==> config.mk <==
export PLATFORM = sky130hd
export DESIGN_NAME = vga_timing_pattern_gen
export DESIGN_NICKNAME = d
export VERILOG_FILES = /design/src/rtl/vga_pkg.sv /design/src/rtl/vga_pattern_rom_logic.sv /design/src/rtl/vga_timing_pattern_gen.sv
export SDC_FILE = /design/constraint.sdc
export NUM_CORES = 1
export LEC_CHECK = 0
export BUFFER_PORTS_ARGS = -buffer_cell sky130_fd_sc_hd__clkbuf_2
export CAP_MARGIN = 10
export CORE_MARGIN = 5
export CORE_UTILIZATION = 60
export DETAILED_ROUTE_END_ITERATION = 8
export PLACE_DENSITY = 0.93
export SLEW_MARGIN = 10
export SYNTH_ARGS = -nofsm -noshare
export SYNTH_HDL_FRONTEND = slang
export SYNTH_SLANG_ARGS = --single-unit
==> constraint.sdc <==
create_clock -name clk -period 5 [get_ports clk]
set_input_delay 0.75 -clock clk [delete_from_list [all_inputs] [get_ports clk]]
set_output_delay 0.75 -clock clk [all_outputs]
set_load 0.05 [all_outputs]
==> src/rtl/vga_pkg.sv <==
// Shared definitions for the VGA timing / test-pattern generator.
package vga_pkg;

  // Default 640x480@60 timing.
  localparam int unsigned DefHActive = 640;
  localparam int unsigned DefHFp     = 16;
  localparam int unsigned DefHSync   = 96;
  localparam int unsigned DefHBp     = 48;
  localparam int unsigned DefVActive = 480;
  localparam int unsigned DefVFp     = 10;
  localparam int unsigned DefVSync   = 2;
  localparam int unsigned DefVBp     = 33;
  localparam int unsigned DefCw      = 4;

  // Runtime-selectable test patterns.
  typedef enum logic [2:0] {
    ModeBlack    = 3'd0,
    ModeSolid    = 3'd1,
    ModeBars     = 3'd2,
    ModeCheck    = 3'd3,
    ModeGrad     = 3'd4,
    ModeMovBar   = 3'd5,
    ModeGrid     = 3'd6,
    ModeInvCheck = 3'd7
  } mode_e;

  // Colour of the default 12-bit pin group.
  typedef struct packed {
    logic [DefCw-1:0] r;
    logic [DefCw-1:0] g;
    logic [DefCw-1:0] b;
  } color_t;

endpackage

==> src/rtl/vga_pattern_rom_logic.sv <==
// Combinational test-pattern colour for one pixel position.
module vga_pattern_rom_logic
  import vga_pkg::*;
#(
  parameter int unsigned H_ACTIVE = DefHActive,
  parameter int unsigned HW       = 10,
  parameter int unsigned VW       = 10,
  parameter int unsigned CW       = 4,
  parameter int unsigned FCW      = 8
) (
  input  logic [HW-1:0]   x_i,
  input  logic [VW-1:0]   y_i,
  input  mode_e           mode_i,
  input  logic [3*CW-1:0] fg_color_i,
  input  logic [FCW-1:0]  frame_cnt_i,
  output logic [3*CW-1:0] color_o
);

  // Bar index x*8/H_ACTIVE as (x*BarMul)>>BarShift; exact for x < H_ACTIVE
  // because H_ACTIVE^2 <= 2^BarShift.
  localparam int unsigned     BarShift = 2 * $clog2(H_ACTIVE);
  localparam longint unsigned BarMul   = ((64'd8 << BarShift) + H_ACTIVE - 1) / H_ACTIVE;
  localparam logic [CW-1:0]   Max      = '1;

  logic [5:0]    x_lo;
  logic [5:0]    y_lo;
  logic [2:0]    bar_idx;
  logic          chk;
  logic          on_grid;
  logic [31:0]   x_div;
  logic [CW-1:0] grad;
  logic [31:0]   mov_off;
  logic          in_mov;
  logic          unused_y_hi;

  // Only the low six bits of y feed the cell/grid patterns.
  assign unused_y_hi = ^y_i;

  // Per-pattern terms, then the mode select.
  always_comb begin
    x_lo    = 6'(x_i);
    y_lo    = 6'(y_i);
    bar_idx = 3'((64'(x_i) * BarMul) >> BarShift);
    chk     = x_lo[5] ^ y_lo[5];
    on_grid = (x_lo[4:0] == 5'd0) || (y_lo[4:0] == 5'd0);
    x_div   = 32'(x_i) >> 6;
    grad    = (x_div > 32'(Max)) ? Max : CW'(x_div);
    mov_off = 32'({frame_cnt_i, 2'b00}) % H_ACTIVE;
    // Bar does not wrap past the right edge of the active area.
    in_mov  = (32'(x_i) >= mov_off) && (32'(x_i) < mov_off + 32'd16);
    color_o = '0;
    unique case (mode_i)
      ModeBlack:    color_o = '0;
      ModeSolid:    color_o = fg_color_i;
      ModeBars:     color_o = {{CW{bar_idx[2]}}, {CW{bar_idx[1]}}, {CW{bar_idx[0]}}};
      ModeCheck:    color_o = {(3 * CW){chk}};
      ModeGrad:     color_o = {grad, grad, grad};
      ModeMovBar:   color_o = {(3 * CW){in_mov}};
      ModeGrid:     color_o = on_grid ? fg_color_i : '0;
      ModeInvCheck: color_o = {(3 * CW){~chk}};
    endcase
  end

endmodule

==> src/rtl/vga_timing_pattern_gen.sv <==
// Parametrised VGA timing generator with registered test-pattern output.
module vga_timing_pattern_gen
  import vga_pkg::*;
#(
  parameter int unsigned H_ACTIVE = DefHActive,
  parameter int unsigned H_FP     = DefHFp,
  parameter int unsigned H_SYNC   = DefHSync,
  parameter int unsigned H_BP     = DefHBp,
  parameter int unsigned V_ACTIVE = DefVActive,
  parameter int unsigned V_FP     = DefVFp,
  parameter int unsigned V_SYNC   = DefVSync,
  parameter int unsigned V_BP     = DefVBp,
  parameter bit          HS_POL   = 1'b0,
  parameter bit          VS_POL   = 1'b0,
  parameter int unsigned CW       = DefCw,
  parameter int unsigned FCW      = 8,
  localparam int unsigned HW      = $clog2(H_ACTIVE + H_FP + H_SYNC + H_BP),
  localparam int unsigned VW      = $clog2(V_ACTIVE + V_FP + V_SYNC + V_BP)
) (
  input  logic            clk,
  input  logic            rst_n,
  input  logic            pix_en,
  input  logic [2:0]      mode,
  input  logic [3*CW-1:0] fg_color,
  output logic [CW-1:0]   r,
  output logic [CW-1:0]   g,
  output logic [CW-1:0]   b,
  output logic            hs,
  output logic            vs,
  output logic            de,
  output logic [HW-1:0]   hpos,
  output logic [VW-1:0]   vpos,
  output logic            frame_start,
  output logic [FCW-1:0]  frame_cnt
);

  localparam int unsigned HTotal = H_ACTIVE + H_FP + H_SYNC + H_BP;
  localparam int unsigned VTotal = V_ACTIVE + V_FP + V_SYNC + V_BP;

  localparam logic [HW-1:0] HLast   = HW'(HTotal - 1);
  localparam logic [HW-1:0] HActive = HW'(H_ACTIVE);
  localparam logic [HW-1:0] HsStart = HW'(H_ACTIVE + H_FP);
  localparam logic [HW-1:0] HsEnd   = HW'(H_ACTIVE + H_FP + H_SYNC);
  localparam logic [VW-1:0] VLast   = VW'(VTotal - 1);
  localparam logic [VW-1:0] VActive = VW'(V_ACTIVE);
  localparam logic [VW-1:0] VsStart = VW'(V_ACTIVE + V_FP);
  localparam logic [VW-1:0] VsEnd   = VW'(V_ACTIVE + V_FP + V_SYNC);

  if (H_ACTIVE == 0 || H_FP == 0 || H_SYNC == 0 || H_BP == 0 ||
      V_ACTIVE == 0 || V_FP == 0 || V_SYNC == 0 || V_BP == 0) begin : gen_param_check
    $error("vga_timing_pattern_gen: active, porch and sync sizes must all be >= 1");
  end

  typedef struct packed {
    logic [CW-1:0] r;
    logic [CW-1:0] g;
    logic [CW-1:0] b;
  } pix_color_t;

  logic [HW-1:0]   hpos_q, hpos_d;
  logic [VW-1:0]   vpos_q, vpos_d;
  logic [FCW-1:0]  frame_cnt_q, frame_cnt_d;
  mode_e           mode_q, mode_d;
  pix_color_t      color_q, color_d;
  logic            hs_q, hs_d;
  logic            vs_q, vs_d;
  logic            de_q, de_d;
  logic            frame_start_q, frame_start_d;
  logic [3*CW-1:0] pat_color;
  logic            line_end;
  logic            frame_end;

  vga_pattern_rom_logic #(
    .H_ACTIVE (H_ACTIVE),
    .HW       (HW),
    .VW       (VW),
    .CW       (CW),
    .FCW      (FCW)
  ) u_pattern (
    .x_i         (hpos_q),
    .y_i         (vpos_q),
    .mode_i      (mode_q),
    .fg_color_i  (fg_color),
    .frame_cnt_i (frame_cnt_q),
    .color_o     (pat_color)
  );

  // Counter advance and pixel stage, all computed from the pre-increment position.
  always_comb begin
    line_end      = (hpos_q == HLast);
    frame_end     = line_end && (vpos_q == VLast);
    hpos_d        = hpos_q;
    vpos_d        = vpos_q;
    frame_cnt_d   = frame_cnt_q;
    mode_d        = mode_q;
    color_d       = color_q;
    hs_d          = hs_q;
    vs_d          = vs_q;
    de_d          = de_q;
    frame_start_d = pix_en && frame_end;
    if (pix_en) begin
      hpos_d = line_end ? '0 : hpos_q + HW'(1);
      if (line_end) begin
        vpos_d = (vpos_q == VLast) ? '0 : vpos_q + VW'(1);
      end
      if (frame_end) begin
        frame_cnt_d = frame_cnt_q + FCW'(1);
        mode_d      = mode_e'(mode);
      end
      de_d    = (hpos_q < HActive) && (vpos_q < VActive);
      hs_d    = ((hpos_q >= HsStart) && (hpos_q < HsEnd)) ? HS_POL : ~HS_POL;
      vs_d    = ((vpos_q >= VsStart) && (vpos_q < VsEnd)) ? VS_POL : ~VS_POL;
      color_d = de_d ? pix_color_t'(pat_color) : '0;
    end
  end

  // State and output registers.
  always_ff @(posedge clk or negedge rst_n) begin
    if (!rst_n) begin
      hpos_q        <= '0;
      vpos_q        <= '0;
      frame_cnt_q   <= '0;
      mode_q        <= ModeBlack;
      color_q       <= '0;
      hs_q          <= ~HS_POL;
      vs_q          <= ~VS_POL;
      de_q          <= 1'b0;
      frame_start_q <= 1'b0;
    end else begin
      hpos_q        <= hpos_d;
      vpos_q        <= vpos_d;
      frame_cnt_q   <= frame_cnt_d;
      mode_q        <= mode_d;
      color_q       <= color_d;
      hs_q          <= hs_d;
      vs_q          <= vs_d;
      de_q          <= de_d;
      frame_start_q <= frame_start_d;
    end
  end

  assign r           = color_q.r;
  assign g           = color_q.g;
  assign b           = color_q.b;
  assign hs          = hs_q;
  assign vs          = vs_q;
  assign de          = de_q;
  assign hpos        = hpos_q;
  assign vpos        = vpos_q;
  assign frame_start = frame_start_q;
  assign frame_cnt   = frame_cnt_q;

endmodule

# Word level (Yosys, flattened, before mapping)
# Index checks and enable logic that the tools add are counted.
# W data, S select, Z words.
# word_totals
reg_bits	47
input_bits	18
output_inout_bits	44
wordCells	57
# classes
n_addsub	4
mul	1
div_mod_pow	1
order_cmp	9
eq_ne	9
muxes	8
n_bitwise	2
reduce_logical	12
# ops
operator	count
$pmux W12 S8	1
$add A32 B5 Y32 const B	1
$ge A10 B32 Y1	1
$lt A10 B32 Y1	1
$mod A10 B10 Y32 const B	1
$mux W12	2
$mul A10 B12 Y21 const B	1
$add A10 B1 Y10 const B	2
$eq A10 B10 Y1 const B	2
$lt A10 B10 Y1 const B	2
$lt A10 B9 Y1 const B	2
$mux W10	2
$eq A3 B3 Y1 const B	4
$ge A10 B10 Y1 const B	1
$ge A10 B9 Y1 const B	1
$logic_not A5 Y1	2
$add A8 B1 Y8 const B	1
$eq A3 B2 Y1 const B	2
$logic_and A1 B1 Y1	6
$gt A4 B4 Y1 const B	1
$mux W4	1
$reduce_and A2 Y1	2
$eq A3 B1 Y1 const B	1
$logic_not A3 Y1	1
other kinds (4)	5

# Logic depth before layout (Yosys ltp)
# Gate-level depths: netlist of the first run.
# depth
word_depth	6
depth_mapped	17
ltp_nobuf	17

# Cells and area by module
# From an unflattened synthesis of the first run, not the netlist that was laid out.
# unflattened
cells_unflattened	456
hier_area_um2	4631.9
# modules_own_cells
mod	n_inst	cells_each	area_each_um2	seq_area_each_um2
vga_pattern_rom_logic	1	276	2473.6	0.0
vga_timing_pattern_gen	1	180	2158.3	1178.6

# Least setup slack after synthesis of the first run
# No wires, ideal clock.
# synth_timing
kind	register to register
start	reg hpos_q[4], in the netlist hpos[4]
end	reg color_q (netlist bit b[0])
setup_ns	0.144
arrival_ns	4.787
required_time_ns	4.856
path_slack_ns	0.069
path_stages_with_launch	16
n_path_buf	0
synth_period_minus_slack_ns	4.931
cell_sequence	dfrtp_1 inv_1 ha_1 fa_1 fa_1 fa_1 inv_1 fa_1 inv_1 ha_1 a2111oi_0 o21ai_0 o21ai_0 mux2i_1 a311oi_1 a21oi_1
# synth_via
elab_chain_len	5
elab_cells_between_ends	11
classes_between	1 x mul; 3 x order compare; 3 x mux; 4 x reduce/logical
# synth_lines
element	line	rtl
start, declared	vga_timing_pattern_gen.sv:60	logic [HW-1:0] hpos_q, hpos_d;
start signal, assigned	vga_timing_pattern_gen.sv:130	hpos_q <= hpos_d;
branches (longest 4 deep; another with $mul A10 B12 Y21)	--	
$mux W12 *	vga_timing_pattern_gen.sv:113	color_d = de_d ? pix_color_t'(pat_color) : '0;
end signal, assigned	vga_timing_pattern_gen.sv:134	color_q <= color_d;
end, declared	vga_timing_pattern_gen.sv:64	pix_color_t color_q, color_d;
# Every way passes the cells marked *.
# A chain may end at the register's enable or synchronous reset.

# Worst setup path in the final report of the first run
# layout_timing
start	reg hpos_q[8], in the netlist hpos[8]
end	reg color_q (netlist bit r[1])
# layout_via
elab_chain_len	4
elab_cells_between_ends	10
classes_between	1 x mul; 4 x order compare; 3 x mux; 2 x reduce/logical
# layout_lines
element	line
branches (longest 3 deep; another with $mul A10 B12 Y21)	--
$mux W12 *	vga_timing_pattern_gen.sv:113
# Marked as above.

==> load_flow_metrics.sql, run 1 <==
INSERT INTO impl_metrics (metric_group, metric, value, unit) VALUES
('logic_synthesis', 'synth_warnings', '0', ''),
('setup_path', 'setup.worst_path.end_class', 'flip-flop', ''),
('clock_network', 'insertion_delay', '320', 'ps'),
('drt', 'via_count', '4144', ''),
('setup_path', 'timing.rr.end', 'r[1]$_DFFE_PN0P_', ''),
('timing', 'finalSetupViolCount', '0', ''),
('drt', 'routed_wire_length', '12300', 'um'),
('logic_synthesis', 'synth-edff-count', '0', ''),
('placement', 'dp_worst_setup_slack', '-72.2', 'ps'),
('logic_synthesis', 'synth-async-reset-ratio', '100', '%'),
('setup_path', 'critical_path.endpoint', 'r[1]$_DFFE_PN0P_', ''),
('drt', 'route.detailed.vias_per_inst', '6.22', ''),
('placement', 'gp_congestion', '0.977', ''),
('timing', 'timing.max_slew.rel_slack', '32.3', '%'),
('logic_synthesis', 'yosysSeqAreaShare', '25.0', '%'),
('finish', 'most-common-layout-cells', 'sky130_fd_sc_hd__ha_1, sky130_fd_sc_hd__inv_1, sky130_fd_sc_hd__clkbuf_2, sky130_fd_sc_hd__dfrtp_1, sky130_fd_sc_hd__nor2_1', ''),
('floorplan', 'placement_rows', '32', ''),
('logic_synthesis', 'syn-mean-instance-area', '9.41', 'um2'),
('setup_path', 'cp-startpoint', 'hpos[8]$_DFFE_PN0P_', ''),
('status', 'outcome', 'complete, no violations', ''),
('logic_synthesis', 'yosys.area.top_type', 'sky130_fd_sc_hd__dfrtp_1', ''),
('setup_path', 'rrSetupSlack', '110', 'ps'),
('finish', 'area.sequential', '0.00118', 'mm2'),
('global_route', 'globalRoute.totalOverflow', '0', ''),
('finish', 'layout-drive-gt1-share', '17.2', '%'),
('floorplan', 'floorplan.initialDensity', '61.4', '%'),
('placement', 'port_buffers', '61', ''),
('timing', 'max_slew.worst_pin.slew', '1020', 'ps'),
('clock_network', 'root_buffer', 'sky130_fd_sc_hd__clkbuf_8', ''),
('timing', 'period_needed', '4890', 'ps'),
('timing', 'timing.final.max_slew_violations', '0', ''),
('placement', 'detailedPlacementHpwl', '9420', 'um'),
('clock_network', 'cts.reportedPaths.clkPinSlew', '100', 'ps'),
('global_route', 'antenna_found_initial', '0', ''),
('setup_path', 'cp_num_buf_inv', '3', ''),
('clock_network', 'numClockSinks', '47', ''),
('setup_path', 'crit_path_max_fo', '7', ''),
('clock_network', 'numCtsBuffers', '5', ''),
('setup_path', 'timing.critical_path.slowest_cell_delay', '560', 'ps'),
('finish', 'n_antenna_cell', '0', ''),
('drt', 'firstDrtPassIters', '8', ''),
('global_route', 'grt_usage', '25.8', '%'),
('finish', 'fillerInstances', '565', ''),
('drt', 'post_drt_wl_per_cell', '18.5', 'um'),
('setup_path', 'slowest_stage', 'sky130_fd_sc_hd__fa_1', ''),
('run', 'max-cap-violations', '0', ''),
('drt', 'drt_drc_violations_left', '0', ''),
('timing', 'timing.final.crit_share', '97.8', '%'),
('logic_synthesis', 'syn_inst', '502', ''),
('logic_synthesis', 'synth_top_area_share', '23.8', '%'),
('setup_path', 'timing.critical_path.cells', 'ha_1 -> inv_1 -> fa_1 -> fa_1 -> fa_1 -> inv_1 -> fa_1 -> ha_1 -> nand4bb_1 -> nor3_4 -> o211ai_1 -> a2111oi_2 -> a31oi_1 -> buf_4 -> a21oi_1', ''),
('global_route', 'grt_max_degree', '48', ''),
('hold_path', 'worstHoldStart', 'vs$_DFFE_PN1P_', ''),
('timing', 'post-route-worst-setup-slack', '110', 'ps'),
('global_route', 'wire_length_of_the_first_global_routing_pass', '20800', 'um'),
('floorplan', 'core-area', '0.00769', 'mm2'),
('drt', 'drt_first_iter_violations', '225', ''),
('setup_path', 'crit_path_start_kind', 'flip-flop', ''),
('setup_path', 'path_common_cell', 'sky130_fd_sc_hd__fa_1', ''),
('finish', 'final_common_cell', 'sky130_fd_sc_hd__ha_1', ''),
('timing', 'final.setup_skew', '11.6', 'ps'),
('clock_network', 'tritoncts', 'done', ''),
('floorplan', 'die_h', '98.7', 'um'),
('timing', 'timing_hold_violations_final', '0', ''),
('hold_path', 'timing.hold.worst.class', 'reg -> reg', ''),
('setup_path', 'critical_path_required', '5230', 'ps'),
('logic_synthesis', 'ys_seq_elements', '47', ''),
('floorplan', 'die_area', '0.00975', 'mm2'),
('floorplan', 'floorplan.die.width', '98.7', 'um'),
('logic_synthesis', 'post_synth_num_cell_types', '54', ''),
('setup_path', 'worstPathArrival', '5120', 'ps');
sequential cells by signal, indices dropped and copies added, names as in the netlist, 3 cells and up:
name	flops
frame_cnt	8
g	4
mode_q	3
r	4
b	4
hpos	10
vpos	10
repair_timing:
action / CTS / global route
hold endpoints to repair: 0 / 0
setup buffers: 0 / 2
setup endpoints to repair: 9 / 12
pin swaps: 0 / 1
resized for setup: 1 / 11
hold buffers: 0 / 0
cell families (layout without fill, tap and decap cells):
family / count (synthesis) / in the layout / share of synthesized area (%)
xor gates and xnor gates: 28 / 28 / 5.19
muxes: 5 / 5 / 1.14
AOI/OAI and AO/OA: 96 / 96 / 13.6
and+or+nand+nor: 125 / 125 / 14.0
DFF: 47 / 47 / 25.0
adders and majority gates: 112 / 112 / 33.8
buffers and inverters: 89 / 151 / 7.34
synth_stat cells, types with 5 or more instances:
| library cell | number |
|---|---|
| sky130_fd_sc_hd__ha_1 | 86 |
| sky130_fd_sc_hd__o21ai_0 | 19 |
| sky130_fd_sc_hd__nand2_1 | 25 |
| sky130_fd_sc_hd__inv_1 | 70 |
| sky130_fd_sc_hd__nand3_1 | 12 |
| sky130_fd_sc_hd__a21oi_1 | 30 |
| sky130_fd_sc_hd__nor2_1 | 31 |
| sky130_fd_sc_hd__fa_1 | 26 |
| sky130_fd_sc_hd__nor3_1 | 11 |
| sky130_fd_sc_hd__a221o_1 | 8 |
| sky130_fd_sc_hd__nand4_1 | 7 |
| sky130_fd_sc_hd__nand2b_1 | 5 |
| sky130_fd_sc_hd__dfrtp_1 | 45 |
| sky130_fd_sc_hd__nor2b_1 | 7 |
| sky130_fd_sc_hd__xnor2_1 | 24 |
| sky130_fd_sc_hd__clkbuf_1 | 15 |
| sky130_fd_sc_hd__or3_1 | 5 |
stage by stage:
step | utilization, % | hold slack [ps] | TNS (ps) | instance area [um2] | instances
finish | 69.1 | 503 | 0 | 5310 | 666
global route | 69.1 | 562 | -217 | 5310 | 666
CTS | 68.5 | 503 | 0 | 5270 | 664
detailed placement | 67.0 | 485 | -248 | 5150 | 656
global placement | 67.0 | 480 | 0 | 5150 | 656
floorplan | - | 454 | 0 | 4720 | 502
layout make-up:
type | instances | share of cell area (%)
multi-input combinational | 366 | 60.8
sequential | 47 | 22.3
timing repair buffer | 73 | 7.45
inverter | 70 | 4.95
tap | 102 | 2.40
clock buffer | 5 | 1.30
clock inverter | 3 | 0.872
worst register-to-register path, cell delays in order, from the launching register on:
cell	delay (ps)
sky130_fd_sc_hd__dfrtp_2	470
sky130_fd_sc_hd__ha_1	360
sky130_fd_sc_hd__inv_1	80
sky130_fd_sc_hd__fa_1	560
sky130_fd_sc_hd__fa_1	470
sky130_fd_sc_hd__fa_1	520
sky130_fd_sc_hd__inv_1	60
sky130_fd_sc_hd__fa_1	460
sky130_fd_sc_hd__ha_1	320
sky130_fd_sc_hd__nand4bb_1	160
sky130_fd_sc_hd__nor3_4	300
sky130_fd_sc_hd__o211ai_1	200
sky130_fd_sc_hd__a2111oi_2	450
sky130_fd_sc_hd__a31oi_1	100
sky130_fd_sc_hd__buf_4	180
sky130_fd_sc_hd__a21oi_1	140
per-layer routing:
metal  vias up  track usage (%)  wire length, um
li1       1874                -                -
met1      2013             32.5             5010
met2       210             43.5             6090
met3        47             4.74              854
met4         0             11.1              380
met5         -                0                0
how the worst min path moves through the flow:
stage,to,slack [ps],cells after the start
floorplan,b[0]$_DFFE_PN0P_,450,0
global placement,vs$_DFFE_PN1P_,480,2
detailed placement,vs$_DFFE_PN1P_,490,2
CTS,vs$_DFFE_PN1P_,500,2
global route,hs$_DFFE_PN1P_,560,2
finish,vs$_DFFE_PN1P_,500,2
Power of run 1 is not shown: default switching activity piles up to over one toggle a cycle in this logic, so the estimate is an artifact.
==> run 2, diff against run 1 <==
- GPL_TIMING_DRIVEN: default -> 0
- SETUP_SLACK_MARGIN: default -> 0.5
==> run 2 against run 1 <==
Net effect:
- utilization is 4.1 points higher
- final area is 5.9% higher
- clock skew is 1.7 ps lower
- final cell count is 4.2% higher
- sequential share of layout area is 1.0 points lower
- register-to-register slack better by 310 ps
- largest cell class unchanged
==> load_flow_metrics.sql, run 2 (same netlist as run 1, synthesis figures left out) <==
INSERT INTO impl_metrics (metric_group, metric, value, unit) VALUES
('floorplan', 'core-area', '0.00769', 'mm2'),
('hold_path', 'worstHoldStart', 'vs$_DFFE_PN1P_', ''),
('floorplan', 'die_area', '0.00975', 'mm2'),
('setup_path', 'setup.worst_path.end_class', 'flip-flop', ''),
('timing', 'whs', '511', 'ps'),
('floorplan', 'total_i_o_pin_count', '62', ''),
('global_route', 'globalRoute.totalOverflow', '0', ''),
('setup_path', 'rrSetupSlack', '420', 'ps'),
('setup_path', 'critPathKind', 'reg -> reg', ''),
('drt', 'firstDrtPassIters', '6', ''),
('drt', 'post_detailed_route_count_of_antenna_violating_nets', '0', ''),
('hold_path', 'timing.hold.worst.class', 'reg -> reg', ''),
('floorplan', 'floorplan.initialDensity', '61.4', '%'),
('timing', 'period_needed', '4580', 'ps'),
('run', 'max-cap-violations', '0', ''),
('floorplan', 'placement_rows', '32', ''),
('placement', 'port_buffers', '61', ''),
('finish', 'fillerInstances', '498', ''),
('clock_network', 'holdBufCountCts', '0', ''),
('clock_network', 'cts.reportedPaths.clkPinSlew', '100', 'ps'),
('setup_path', 'cp_num_buf_inv', '5', ''),
('clock_network', 'cts_max_path_buffers', '2', ''),
('setup_path', 'timing.critical_path.cells', 'buf_4 -> ha_1 -> inv_1 -> fa_1 -> fa_1 -> fa_1 -> inv_1 -> fa_1 -> ha_1 -> nand4bb_1 -> nor3_4 -> buf_4 -> o311ai_4 -> and4_1 -> o31ai_2 -> buf_4 -> a21oi_1', ''),
('drt', 'via_count', '4367', ''),
('setup_path', 'crit_path_start_kind', 'flip-flop', ''),
('floorplan', 'floorplan.die.width', '98.7', 'um'),
('setup_path', 'critical_path.reg2reg.startpoint', 'hpos[7]$_DFFE_PN0P_', ''),
('drt', 'routed_wire_length', '13300', 'um'),
('finish', 'most-common-layout-cells', 'sky130_fd_sc_hd__ha_1, sky130_fd_sc_hd__inv_1, sky130_fd_sc_hd__clkbuf_2, sky130_fd_sc_hd__dfrtp_1, sky130_fd_sc_hd__nor2_1', ''),
('global_route', 'gr_peak_layer', 'met2', ''),
('global_route', 'grt_max_degree', '48', ''),
('finish', 'area.sequential', '0.00119', 'mm2'),
('clock_network', 'root_buffer', 'sky130_fd_sc_hd__clkbuf_8', ''),
('global_route', 'via_count_of_the_first_global_routing_pass', '4558', ''),
('finish', 'design.final.nets', '721', ''),
('global_route', 'wire_length_of_the_first_global_routing_pass', '21800', 'um'),
('drt', 'drt_drc_violations_left', '0', ''),
('placement', 'dpl.cell_count', '665', ''),
('setup_path', 'path_common_cell', 'sky130_fd_sc_hd__fa_1', ''),
('timing', 'max_slew.worst_pin.slew', '1070', 'ps'),
('clock_network', 'cts_htree_levels', '2', ''),
('timing', 'timing_hold_violations_final', '0', ''),
('global_route', 'grt_usage', '27.1', '%'),
('setup_path', 'worstPathArrival', '4770', 'ps'),
('timing', 'grt_setup_unrepaired', 'true', ''),
('finish', 'n_antenna_cell', '0', ''),
('setup_path', 'timing.rr.end', 'g[1]$_DFFE_PN0P_', ''),
('drt', 'drt_first_iter_violations', '446', ''),
('setup_path', 'critical_path_required', '5190', 'ps'),
('drt', 'post_drt_wl_per_cell', '19.1', 'um'),
('global_route', 'grt_util_met3', '5.10', '%'),
('timing', 'timing.final.max_slew_violations', '0', ''),
('finish', 'final_common_cell', 'sky130_fd_sc_hd__ha_1', ''),
('timing', 'timing.fmax', '219', 'MHz'),
('clock_network', 'numClockSinks', '47', ''),
('timing', 'timing.final.crit_share', '91.5', '%'),
('setup_path', 'slowest_stage', 'sky130_fd_sc_hd__fa_1', ''),
('clock_network', 'tritoncts', 'done', ''),
('hold_path', 'worstHoldPathCells', '2', ''),
('finish', 'multi_input_comb_area', '0.00337', 'mm2'),
('timing', 'timing.max_slew.rel_slack', '28.5', '%'),
('global_route', 'antenna_found_initial', '0', ''),
('finish', 'layout-drive-gt1-share', '24.3', '%'),
('finish', 'area_added_between_synthesis_and_finish', '19.0', '%'),
('status', 'outcome', 'complete, no violations', ''),
('global_route', 'gr-usage-met1', '35.1', '%'),
('clock_network', 'numCtsBuffers', '5', ''),
('timing', 'tns', '0', 'ps'),
('setup_path', 'crit_path_max_fo', '4', ''),
('drt', 'route.detailed.vias_per_inst', '6.29', ''),
('setup_path', 'critical_path.top_delay_family', 'adder cells', ''),
('placement', 'detailedPlacementHpwl', '9200', 'um'),
('global_route', 'groute.layer.met2.usage', '46.9', '%'),
('floorplan', 'die_h', '98.7', 'um'),
('setup_path', 'rr_worst_depth', '17', ''),
('setup_path', 'timing.critical_path.slowest_cell_delay', '500', 'ps'),
('hold_path', 'whs_endpoint', 'vs$_DFFE_PN1P_', ''),
('clock_network', 'insertion_delay', '310', 'ps'),
('timing', 'final.setup_skew', '9.96', 'ps'),
('finish', 'layoutNonFillerInstCount', '694', ''),
('timing', 'finalSetupViolCount', '0', ''),
('placement', 'gp_congestion', '0.874', '');
## run 2: cell types whose count changed in the layout (fill, tap and decap cells not counted), moves of 4 or more
cell                       previous run  this run
sky130_fd_sc_hd__clkbuf_1             0        15
sky130_fd_sc_hd__buf_4               12        23
sky130_fd_sc_hd__inv_1               70        62
sky130_fd_sc_hd__ha_1                86        79
sky130_fd_sc_hd__inv_2                0         7
sky130_fd_sc_hd__dfrtp_1             42        36
sky130_fd_sc_hd__ha_4                 0         6
sky130_fd_sc_hd__a21oi_1             30        25
sky130_fd_sc_hd__a21oi_2              0         5
sky130_fd_sc_hd__dfrtp_2              3         7
sky130_fd_sc_hd__fa_1                26        22
sky130_fd_sc_hd__fa_2                 0         4
## run 2: how the worst max path moves through the flow
| stage | start | endpoint | slack, ps | depth (start not counted) |
|---|---|---|---|---|
| after floorplan | hpos[8]$_DFFE_PN0P_ | b[0]$_DFFE_PN0P_ | 520 | 16 |
| after global placement | hpos[8]$_DFFE_PN0P_ | g[1]$_DFFE_PN0P_ | 20 | 14 |
| final | hpos[7]$_DFFE_PN0P_ | g[1]$_DFFE_PN0P_ | 420 | 17 |
| after global routing | hpos[8]$_DFFE_PN0P_ | r[3]$_DFFE_PN0P_ | 270 | 17 |
| after CTS | hpos[4]$_DFFE_PN0P_ | g[1]$_DFFE_PN0P_ | 480 | 16 |
| after detailed placement | hpos[8]$_DFFE_PN0P_ | g[1]$_DFFE_PN0P_ | -30 | 14 |
## run 2: worst register-to-register path: cells and delay by family (launching register included)
kind	cells	cell delay, ps
and+or+nand+nor	3	690
buffers and inverters	5	640
DFF	1	450
AOI/OAI and AO/OA	3	370
adders and majority gates	6	2330
## run 2: area by class of cell
class,count,area share (%)
Timing Repair Buffer,82,8.30
Buffer,19,1.49
Tap cell,102,2.27
Sequential cell,47,21.3
Clock buffer,5,1.22
Inverter,70,4.72
Clock inverter,3,0.824
Multi-Input combinational cell,366,59.9
## run 2: layer usage
layer | wire, um | part of all wire [%]
met5 | 0 | 0
met4 | 234 | 1.8
met3 | 1190 | 9.0
met2 | 6570 | 50
met1 | 5270 | 40
## run 2: through the flow
step	setup slack [ps]	instance area [um2]	util [%]
6_report	424	5620	73.1
3_3_place_gp	20.4	5180	67.4
5_1_grt	272	5620	73.1
4_1_cts	476	5540	72.0
3_5_place_dp	-31.8	5180	67.4
2_1_floorplan	519	4750	-
## run 2: timing repair
action,4_1_cts,5_1_grt
endpoints found under the setup margin,12,12
pin swaps,17,6
resized for setup,23,16
setup buffers,19,2
Power of run 2 is left out for the same reason.
